$ cat src/rtl/hazard_pkg.sv
// Shared types and defaults for the hazard controller of the 5-stage ARM core.
package hazard_pkg;

  localparam int AW_DEF     = 4;
  localparam int PC_REG_DEF = 15;

  typedef enum logic [1:0] {
    FWD_RF = 2'b00,
    FWD_W  = 2'b01,
    FWD_M  = 2'b10
  } fwd_sel_e;

  typedef enum logic {
    IDLE = 1'b0,
    BUSY = 1'b1
  } mc_state_e;

endpackage

$ cat src/rtl/hazard_ctrl_mc_sequencer.sv
// Multi-cycle execute sequencer: keeps a MUL/MLA in Execute for MC_CYCLES cycles.
// The stall is raised on the start cycle and every busy cycle except the last,
// so the op advances out of Execute on its final cycle.
module mc_sequencer
  import hazard_pkg::*;
#(
  parameter int MC_CYCLES = 4
) (
  input  logic clk,
  input  logic reset,
  input  logic start,
  output logic busy,
  output logic stall
);

  localparam int CW = $clog2(MC_CYCLES);
  localparam logic [CW-1:0] CNT_LOAD = CW'(MC_CYCLES - 2);

  mc_state_e     state_q;
  logic [CW-1:0] cnt_q;

  // Sequencer FSM and countdown; start is ignored while busy so the held op cannot retrigger.
  always_ff @(posedge clk or posedge reset) begin
    if (reset) begin
      state_q <= IDLE;
      cnt_q   <= '0;
    end else begin
      case (state_q)
        IDLE: begin
          if (start) begin
            state_q <= BUSY;
            cnt_q   <= CNT_LOAD;
          end
        end
        BUSY: begin
          if (cnt_q == '0) begin
            state_q <= IDLE;
          end else begin
            cnt_q <= cnt_q - CW'(1);
          end
        end
        default: begin
          state_q <= IDLE;
          cnt_q   <= '0;
        end
      endcase
    end
  end

  assign busy  = (state_q == BUSY);
  assign stall = ((state_q == IDLE) && start) || ((state_q == BUSY) && (cnt_q != '0));

endmodule

$ cat src/rtl/hazard_ctrl.sv
// Hazard controller for the 5-stage pipelined ARM core: operand forwarding,
// load-use stall, branch flush and multi-cycle execute stall.
// Optional macro HAZARD_PERF_EN adds saturating StallCnt/FlushCnt counters.
module hazard_ctrl
  import hazard_pkg::*;
#(
  parameter int AW        = AW_DEF,
  parameter int NREAD     = 2,
  parameter int PC_REG    = PC_REG_DEF,
  parameter int MC_CYCLES = 4
) (
  input  logic                  clk,
  input  logic                  reset,
  input  logic [NREAD*AW-1:0]   RAD,
  input  logic [NREAD*AW-1:0]   RAE,
  input  logic [AW-1:0]         WA3E,
  input  logic [AW-1:0]         WA3M,
  input  logic [AW-1:0]         WA3W,
  input  logic                  RegWriteE,
  input  logic                  RegWriteM,
  input  logic                  RegWriteW,
  input  logic                  MemtoRegE,
  input  logic                  MultiCycleE,
  input  logic                  BranchTakenE,
  output logic [NREAD*2-1:0]    ForwardE,
  output logic                  StallF,
  output logic                  StallD,
  output logic                  StallE,
  output logic                  FlushD,
  output logic                  FlushE,
  output logic                  FlushM,
`ifdef HAZARD_PERF_EN
  output logic [31:0]           StallCnt,
  output logic [31:0]           FlushCnt,
`endif
  output logic                  McBusy
);

  localparam logic [AW-1:0] PC_ADDR = AW'(PC_REG);

  logic [NREAD*2-1:0] fwdSel;
  logic               ldStall;
  logic               mcStall;
  logic               mcBusy;
  fwd_sel_e           portSel;

  mc_sequencer #(.MC_CYCLES(MC_CYCLES)) u_seq (
    .clk   (clk),
    .reset (reset),
    .start (MultiCycleE),
    .busy  (mcBusy),
    .stall (mcStall)
  );

  // Per-port forwarding select; the newer M result wins over W, and the PC is never forwarded.
  always_comb begin
    fwdSel  = '0;
    portSel = FWD_RF;
    for (int i = 0; i < NREAD; i++) begin
      portSel = FWD_RF;
      if (RAE[i*AW +: AW] != PC_ADDR) begin
        if (RegWriteM && (RAE[i*AW +: AW] == WA3M)) begin
          portSel = FWD_M;
        end else if (RegWriteW && (RAE[i*AW +: AW] == WA3W)) begin
          portSel = FWD_W;
        end
      end
      fwdSel[i*2 +: 2] = portSel;
    end
  end

  // Load-use detection: a Decode source needs the load currently in Execute.
  always_comb begin
    ldStall = 1'b0;
    for (int i = 0; i < NREAD; i++) begin
      if ((RAD[i*AW +: AW] == WA3E) && (RAD[i*AW +: AW] != PC_ADDR)) begin
        ldStall = 1'b1;
      end
    end
    ldStall = ldStall & MemtoRegE & RegWriteE;
  end

  // Priority combine: the sequencer dominates, a taken branch overrides load-use, reset silences all.
  always_comb begin
    ForwardE = '0;
    StallF   = 1'b0;
    StallD   = 1'b0;
    StallE   = 1'b0;
    FlushD   = 1'b0;
    FlushE   = 1'b0;
    FlushM   = 1'b0;
    McBusy   = 1'b0;
    if (!reset) begin
      ForwardE = fwdSel;
      StallF   = mcStall | (ldStall & ~BranchTakenE);
      StallD   = mcStall | (ldStall & ~BranchTakenE);
      StallE   = mcStall;
      FlushM   = mcStall;
      FlushE   = ~mcStall & (ldStall | BranchTakenE);
      FlushD   = ~mcStall & BranchTakenE;
      McBusy   = mcBusy;
    end
  end

`ifdef HAZARD_PERF_EN
  logic [31:0] stallCnt_q, stallCnt_d;
  logic [31:0] flushCnt_q, flushCnt_d;

  // Next value of the saturating stall/flush event counters.
  always_comb begin
    stallCnt_d = stallCnt_q;
    flushCnt_d = flushCnt_q;
    if (StallF && (stallCnt_q != '1)) stallCnt_d = stallCnt_q + 32'd1;
    if (FlushE && (flushCnt_q != '1)) flushCnt_d = flushCnt_q + 32'd1;
  end

  // Counter registers, cleared by reset.
  always_ff @(posedge clk or posedge reset) begin
    if (reset) begin
      stallCnt_q <= '0;
      flushCnt_q <= '0;
    end else begin
      stallCnt_q <= stallCnt_d;
      flushCnt_q <= flushCnt_d;
    end
  end

  assign StallCnt = stallCnt_q;
  assign FlushCnt = flushCnt_q;
`endif

endmodule
$ cat config.mk
export PLATFORM = sky130hd
export DESIGN_NAME = hazard_ctrl
export DESIGN_NICKNAME = d
export VERILOG_FILES = /design/src/rtl/hazard_pkg.sv /design/src/rtl/hazard_ctrl_mc_sequencer.sv /design/src/rtl/hazard_ctrl.sv
export SDC_FILE = /design/constraint.sdc
export NUM_CORES = 1
export LEC_CHECK = 0
export CAP_MARGIN = 0
export CORE_MARGIN = 3
export CORE_UTILIZATION = 31
export DETAILED_ROUTE_END_ITERATION = 12
export PLACE_DENSITY = 0.84
export SETUP_SLACK_MARGIN = 0.15
export SLEW_MARGIN = 0
export SYNTH_ARGS = -nofsm -noshare
export SYNTH_HDL_FRONTEND = slang
export SYNTH_SLANG_ARGS = --single-unit
$ cat constraint.sdc
create_clock -name clk -period 2.06 [get_ports clk]
set_input_delay 0.309 -clock clk [delete_from_list [all_inputs] [get_ports clk]]
set_output_delay 0.309 -clock clk [all_outputs]
set_load 0.02 [all_outputs]
==> impl_metrics.ini <==
[clock_network]
cts_sinks = 3
cts_buffer_depth = 2
numCtsBuffers = 3
root_buffer = clkbuf_4
cts_tree = yes
htreeDepth = 1
cts_hold_buf = 0
clk_pin_slew_worst_paths_ns = 0.03
clk_latency_ns = 0.22

[pwr]
ir_drop_mv = 0.571
p_seq_frac = 0.156
power.internal_mw = 0.435
leakagePower_nw = 0.627
swShare = 0.399
p_comb_frac = 0.713
power.switching_mw = 0.289
pwr-share-clk = 0.131
powerDensity_nw_per_um2 = 599

[place]
io_buffer_count = 46
place.gp.congestion = 0.734
dp_hpwl_mm = 1.66
place_area_sq_um = 1120

[critical_path]
r2r_cells = 6
worstSetupPathType = input port to output port
cp_data_arrival_time_ns = 1.56
rrSetupSlack_ns = 0.86
startpoint_type = input port
cp_max_fo = 2
cp-end-kind = output port
reg2reg_to = u_seq.cnt_q[1]
critPathRequiredTime_ns = 1.75
r2r_start = u_seq.cnt_q[0]

[synthesis]
yosysUniqueCellTypes = 23
synth_fp_nets = 114
ys_async_sr_fraction = 1.00
ys_seq_area_frac = 0.136
syn-cell-area_sq_um = 551
synth-seq-cells = 3
avgSynthCellArea_sq_um = 7.15
yosys_most_used_dff = dfrtp_1
synth-edff-count = 0
yosysWarnings = 0
syn_inst = 77

[global_route]
first_global_vias = 739
grt_pass1_wl_mm = 2.71
grt_max_degree = 7
antenna_found_initial = 0
grtUsageTotal = 0.164
grt-ovfl-total = 0

[layout]
antennaDiodeCount = 0
drive_above_1_share = 0.248
fin_nets = 175
fill_cells = 125
final_cell_mix = xor2_1, buf_4, clkdlybuf4s50_1
area_growth_pct = 120
design_area_sq_um = 1210
multiInputGateArea_sq_um = 505
seq_area_sq_um = 75.1
final_common_cell = xor2_1

[timing]
hold_viol_final = 0
finalSetupViolCount = 0
min_period_ns = 1.87
slew_headroom = 0.813
finalCritPeriodShare = 0.906
max_freq_ghz = 0.536
hold_slack_ns = 0.415
worst_slew_pin_slew_ns = 0.279
fin_tns_setup_ns = 0
report.final.slew_viol_count = 0
grt_setup_unrepaired = false
finClkSkew_ns = 0.000914

[floorplanning]
die_x_um = 48.1
ios = 47
die_area_sq_um = 2320
start_util = 0.345
die_h_um = 48.1
core_area_sq_um = 1590
rows = 14

[hold_path]
hold_path_class = input port to async pin

[run]
drv_cap = 0

[route]
ant_nets = 0
drtIter0Drc = 11
num_vias = 769
drc_errors = 0
wl_per_cell_um = 12.7
drtPass1Iterations = 4
drt_wl_total_mm = 2.04
viasPerCell = 4.78

[status]
status = finished clean
registers in the layout (all words and copies together), names as in the netlist:
name	flops
u_seq.cnt_q	2
u_seq.busy	1
worst max path at each step:
stage                    from  endpoint  slack, ns
5_1_grt                RAD[4]    FlushE       0.12
6_report               RAD[4]    FlushE       0.19
3_5_place_dp          WA3E[2]    StallD      -0.43
3_3_place_gp          WA3E[2]    FlushE      -0.41
2_1_floorplan  u_seq.cnt_q[0]    StallF       0.21
4_1_cts               WA3E[1]    StallD       0.03
final cells by class:
| cell class | instances | area share |
|---|---|---|
| flip-flops and latches | 3 | 0.0621 |
| clock buffers | 4 | 0.0217 |
| multi-input cells | 65 | 0.418 |
| inverters | 7 | 0.0217 |
| well taps | 24 | 0.0248 |
| repair buffers | 58 | 0.451 |
worst max-delay path, cell delays in order:
cell             delay, ns
clkdlybuf4s50_1       0.41
xor2_1                0.17
nor4_4                0.24
o21ai_1               0.12
a31oi_1               0.14
buf_4                 0.16
synthesized netlist by cell type (2+ instances only):
cell type  number  area share
o21ai_0         5       0.045
and3_1          2       0.023
nand2_1         5       0.034
nor4_1          3       0.034
dfrtp_1         3        0.14
xnor2_1         2       0.032
nand3_1         8       0.073
a31oi_1         2       0.023
nor2_1          5       0.034
nand2b_1        3       0.034
nor3_1          2       0.018
inv_1           7       0.048
xor2_1         19        0.30
buf_4           2       0.027
power by group through the flow:
| stage | Combinational, mW | Sequential, mW | Clock [mW] |
|---|---|---|---|
| 2_1_floorplan | 0.254 | 0.104 | 0 |
| 3_3_place_gp | 0.472 | 0.106 | 0 |
| 3_5_place_dp | 0.488 | 0.108 | 0 |
| 4_1_cts | 0.463 | 0.108 | 0.0983 |
| 5_1_grt | 0.559 | 0.117 | 0.108 |
| 6_report | 0.516 | 0.113 | 0.0950 |
kinds of logic (layout without fill, tap and decap cells):
kind of cell | after synthesis | in the layout | share of synthesized area
xor gates and xnor gates | 21 | 21 | 0.334
AOI/OAI and AO/OA | 13 | 13 | 0.148
buffers and inverters | 9 | 69 | 0.0750
DFF | 3 | 3 | 0.136
adders and majority gates | 1 | 1 | 0.0227
and+or+nand+nor | 30 | 30 | 0.284
routing by layer:
metal	global-route usage	wire (um)	vias up
met5	0	0	-
met4	0.0161	0	0
met3	0.0406	226	0
met2	0.346	1080	39
met1	0.157	735	348
li1	-	-	382
through the flow:
step	power, mW	setup WS [ns]	utilization	instances
after floorplan	0.358	0.207	-	77
after global placement	0.578	-0.406	0.703	156
after detailed placement	0.596	-0.434	0.703	156
after CTS	0.669	0.0269	0.710	160
after global routing	0.784	0.125	0.758	161
final	0.724	0.193	0.758	161
repair_timing:
| action | 4_1_cts | 5_1_grt |
|---|---|---|
| pin swaps | 7 | 8 |
| endpoints found under the setup margin | 11 | 9 |
| buffers inserted | 0 | 1 |
| resized for setup | 50 | 26 |
| cloned | 0 | 0 |
Note: power is estimated with default switching activity, not from simulation.
